$ cat config.mk
export PLATFORM = sky130hd
export DESIGN_NAME = tx_scrambler_serializer_flat
export DESIGN_NICKNAME = d
export VERILOG_FILES = /design/src/rtl/tx_scrambler_serializer_if.sv /design/src/rtl/tx_scrambler_serializer.sv /design/src/flat_wrapper.sv
export SDC_FILE = /design/constraint.sdc
export NUM_CORES = 1
export LEC_CHECK = 0
export ABC_AREA = 1
export BUFFER_PORTS_ARGS = -buffer_cell sky130_fd_sc_hd__buf_4
export CORE_UTILIZATION = 49
export DETAILED_ROUTE_END_ITERATION = 7
export HOLD_SLACK_MARGIN = 0.12
export PLACE_DENSITY = 0.78
export SYNTH_ARGS = -nofsm -noshare
export SYNTH_HDL_FRONTEND = slang
export SYNTH_SLANG_ARGS = --single-unit
$ cat constraint.sdc
create_clock -name clock -period 1.6 [get_ports clock]
set_input_delay 0.32 -clock clock [delete_from_list [all_inputs] [get_ports clock]]
set_output_delay 0.32 -clock clock [all_outputs]
set_load 0.05 [all_outputs]
$ cat src/rtl/tx_scrambler_serializer_if.sv
// Code-group handshake between the 4B/5B PCS encoder (master) and the
// transmit scrambler/serializer (slave).
interface tx_scrambler_serializer_if;
  logic [4:0] code_group;
  logic       code_valid;
  logic       code_ready;

  modport master (
    output code_group,
    output code_valid,
    input  code_ready
  );

  modport slave (
    input  code_group,
    input  code_valid,
    output code_ready
  );
endinterface

$ cat src/rtl/tx_scrambler_serializer.sv
// 100BASE-TX transmit stage: 5-bit code-group serializer (MSB first) with
// x^11 + x^9 + 1 stream scrambler and IDLE insertion on PCS underrun.
module tx_scrambler_serializer #(
  parameter logic [10:0] SEED        = 11'h7FF,
  parameter bit          SCRAMBLE_EN = 1'b1,
  parameter logic [4:0]  IDLE_CODE   = 5'b11111
) (
  input  logic                            clock,
  input  logic                            reset,
  tx_scrambler_serializer_if.slave        pcs,
  output logic                            NRZ,
  output logic                            symbol_start,
  output logic                            idle_inserted,
  output logic [10:0]                     lfsr_state
);

  // An all-zero seed would lock the LFSR, so it is replaced by 1.
  localparam logic [10:0] SEED_EFF = (SEED == 11'd0) ? 11'h001 : SEED;

  logic [4:0]  shreg_reg;
  logic [2:0]  bit_cnt_reg;
  logic [10:0] lfsr_reg;
  logic [10:0] lfsr_next;
  logic        load_slot;
  logic        key;

  // Counts 5-7 cannot occur normally; treating them as the load slot
  // guarantees the counter falls back into range on the next edge.
  assign load_slot = (bit_cnt_reg >= 3'd4);
  assign key       = lfsr_reg[10] ^ lfsr_reg[8];

  generate
    for (genvar gi = 1; gi < 11; gi++) begin : g_lfsr_shift
      assign lfsr_next[gi] = lfsr_reg[gi-1];
    end
  endgenerate
  assign lfsr_next[0] = key;

  assign pcs.code_ready = load_slot && !reset;
  assign lfsr_state     = lfsr_reg;

  always_ff @(posedge clock) begin
    if (reset) begin
      shreg_reg     <= IDLE_CODE;
      bit_cnt_reg   <= 3'd0;
      lfsr_reg      <= SEED_EFF;
      NRZ           <= 1'b0;
      symbol_start  <= 1'b0;
      idle_inserted <= 1'b0;
    end else begin
      lfsr_reg      <= lfsr_next;
      NRZ           <= shreg_reg[4] ^ (SCRAMBLE_EN ? key : 1'b0);
      symbol_start  <= (bit_cnt_reg == 3'd0);
      idle_inserted <= load_slot && !pcs.code_valid;
      if (load_slot) begin
        shreg_reg   <= pcs.code_valid ? pcs.code_group : IDLE_CODE;
        bit_cnt_reg <= 3'd0;
      end else begin
        shreg_reg   <= {shreg_reg[3:0], 1'b0};
        bit_cnt_reg <= bit_cnt_reg + 3'd1;
      end
    end
  end

endmodule
$ cat src/flat_wrapper.sv
// flat-port wrapper written by rule: the top's interface ports become plain ports
module tx_scrambler_serializer_flat 
#(
  parameter logic [10:0] SEED        = 11'h7FF,
  parameter bit          SCRAMBLE_EN = 1'b1,
  parameter logic [4:0]  IDLE_CODE   = 5'b11111
)
  (clock, reset, NRZ, symbol_start, idle_inserted, lfsr_state, pcs_code_group, pcs_code_valid, pcs_code_ready);
  tx_scrambler_serializer_if pcs_i ();
  input  logic clock;
  input  logic reset;
  output logic NRZ;
  output logic symbol_start;
  output logic idle_inserted;
  output logic [10:0] lfsr_state;
  input wire logic [$bits(pcs_i.code_group)-1:0] pcs_code_group;
  input wire logic [$bits(pcs_i.code_valid)-1:0] pcs_code_valid;
  output wire logic [$bits(pcs_i.code_ready)-1:0] pcs_code_ready;
  assign pcs_i.code_group = pcs_code_group;
  assign pcs_i.code_valid = pcs_code_valid;
  assign pcs_code_ready = pcs_i.code_ready;
  tx_scrambler_serializer #(.SEED(SEED), .SCRAMBLE_EN(SCRAMBLE_EN), .IDLE_CODE(IDLE_CODE)) u_core (.clock(clock), .reset(reset), .pcs(pcs_i), .NRZ(NRZ), .symbol_start(symbol_start), .idle_inserted(idle_inserted), .lfsr_state(lfsr_state));
endmodule
==> results.txt <==
Fmax = 0.664 GHz
Max-cap violations = 0
Synth Cell Area = 693 um^2
Initial core utilization = 53.3%
Number of global-route vias before repair = 426
Bufs and invs on worst path = 2
Die Span X = 39.6 um
Count of cell types in the netlist = 14
Reg power frac = 52.6%
Critical-path top delay cell = dfxtp_1
Max_slew headroom = 84.0%
Final Critical Period = 1.51 ns
Reg clk slew, reported paths = 0.11 ns
Placed inst area = 872 um^2
Largest net degree at the start of global routing = 15
Sequential area share after synthesis = 63.5%
Clk pwr share = 37.5%
Crit path DAT = 1.19 ns
Share of layout cells above drive strength 1 = 29.0%
Worst-path cell chain = inv_1 -> nor2_2 -> buf_4
Global Route Usage Sum = 17.6%
Period Utilization, post-route = 94.2%
RSZ-0062 raised after global routing = no
Gpl congestion = 0.744
Post-synthesis register bit count = 22
Finished Cell Area = 925 um^2
Via count = 515
Drt wl/cell = 10.1 um
Slew @ Worst Pin = 0.240 ns
Worst EP required = 1.28 ns
First-pass GRT wire length = 1730 um
Post-route ant nets = 0
Combinational power share = 9.8%
Avg Inst Size Synth = 9.24 um^2
Total CTS buffers = 3
Status = completed
Syn_nets = 85
Switching power = 0.239 mW
Clk Latency, worst-skew pair = 0.30 ns
Syn Inst Count = 75
Slew Viols, Final = 0
Number of port buffers = 22
Net Sw Frac = 21.7%
Slowest cell delay on critical path = 0.36 ns
Worst hold path type = in -> reg
Post-Route WL = 1170 um
CTS-repair resized insts = 0
Iteration-0 DRC Markers = 7
N_diodes = 0
Kind of start point of the critical path = flip-flop
Core Footprint = 1300 um^2
Initial antenna violation count = 0
Post-CTS setup buffer count = 0
Via-to-Cell Ratio = 4.48
Layout Skew = 0.00580 ns
Leak = 0.443 nW
Die ar. = 1570 um^2
Aggregate global routing overflow = 0
I/O pin cnt = 23
Largest register FFs = 11
Layout overhead on the synthesized area = 33.4%
CTS hold repair buffers = 0
CTS tree = done
Final setup violation count = 0
DP HPWL = 828 um
DRT Pass-1 Iters = 4
Clk sink count = 22
Clock Root Buffer = clkbuf_4
Drt drc = 0
Synth Warn # = 0
Die Ht = 39.6 um
Clk buf depth = 2
Int Power = 0.862 mW
Crit-path max FO = 5
Pwr/cell area = 1190 nW/um^2
CP delay by family, top = flip-flops
Max VDD drop = 742 uV
Layout Nets = 111
Final Hold Vio Count = 0
TNS Setup = 0 ns
Worst Path Class, Setup = reg -> out
Crit. End Element = output port
H-tree level count = 1
Std cell rows = 13
## layout make-up
class / instances / area, um^2
Tap cell: 15 / 18.8
Fill cell: 111 / 377
Clock inverter: 1 / 30.0
Inverter: 10 / 37.5
Multi-Input combinational cell: 42 / 210
Clock buffer: 3 / 22.5
Timing Repair Buffer: 22 / 165
Sequential cell: 22 / 440
## cell usage after synthesis, drive strengths merged
library cell | number | area share, %
inv | 10 | 5.4
dfxtp | 22 | 64
or2 | 9 | 8.1
nand3 | 1 | 0.72
o21ai | 1 | 0.72
buf | 1 | 0.72
nand2 | 8 | 4.3
a21oi | 5 | 3.6
ha | 2 | 3.6
nor2 | 15 | 8.5
nor3 | 1 | 0.72
## worst register-to-register path, delay by kind of cell, from the launching register on
kind	cells	cell delay (ns)
simple gates	1	0.03
flops	1	0.37
fa+ha+maj	1	0.28
buf+inv	2	0.10
## metrics by stage
step	total power [mW]	setup WS [ns]	hold slack, ns	utilization, %	instances
6_report	1.10	0.0933	0.182	71.1	115
5_1_grt	1.14	0.0322	0.172	71.1	115
4_1_cts	1.11	0.104	0.177	71.1	115
3_5_place_dp	0.701	0.359	0.423	67.0	111
3_3_place_gp	0.698	0.379	0.415	67.0	111
2_1_floorplan	0.662	0.410	0.399	-	75
## cell families after synthesis
family / after synthesis / share of synthesized area [%]
fa+ha+maj: 2 / 3.61
simple gates: 34 / 22.4
buf+inv: 11 / 6.14
compound gates: 6 / 4.33
flops: 22 / 63.5
## power groups by stage
| stage | Combinational [mW] | Clock, mW | Sequential (mW) |
|---|---|---|---|
| 2_1_floorplan | 0.0355 | 0 | 0.626 |
| 3_3_place_gp | 0.107 | 0 | 0.591 |
| 3_5_place_dp | 0.109 | 0 | 0.592 |
| 4_1_cts | 0.110 | 0.419 | 0.580 |
| 5_1_grt | 0.120 | 0.440 | 0.583 |
| 6_report | 0.108 | 0.414 | 0.580 |
## per-layer routing
metal  wire (um)  vias up  track usage (%)  share of wire [%]
li1            -      274                -                  -
met1         546      222             22.5                 47
met2         534       17             25.0                 46
met3          71        2             4.55                6.1
met4          15        0             12.9                1.3
met5           0        -                0                  0
## final timing paths
kind                                         start                          endpoint  slack, ns  depth (start not counted)
hold / removal                      pcs_code_valid   u_core.idle_inserted$_SDFF_PP0_       0.18                          2
setup / recovery  u_core.bit_cnt_reg[2]$_SDFF_PP0_                    pcs_code_ready       0.09                          3
hold reg to reg    u_core.lfsr_state[4]$_SDFF_PP1_   u_core.lfsr_state[5]$_SDFF_PP1_       0.45                          1
setup reg to reg  u_core.bit_cnt_reg[0]$_SDFF_PP0_  u_core.bit_cnt_reg[1]$_SDFF_PP0_       0.72                          4
## cells in the final DEF (no fill, tap or decap)
master      n
or2_2       1
nor2_2      1
nor3_1      1
dfxtp_1    22
ha_1        2
clkbuf_4    3
nand2_1     8
nand3_1     1
inv_1       9
a21oi_1     5
buf_4      22
nor2_1     14
o21ai_0     1
bufinv_16   1
inv_2       1
or2_1       8
(Power assumes the default switching activity.)
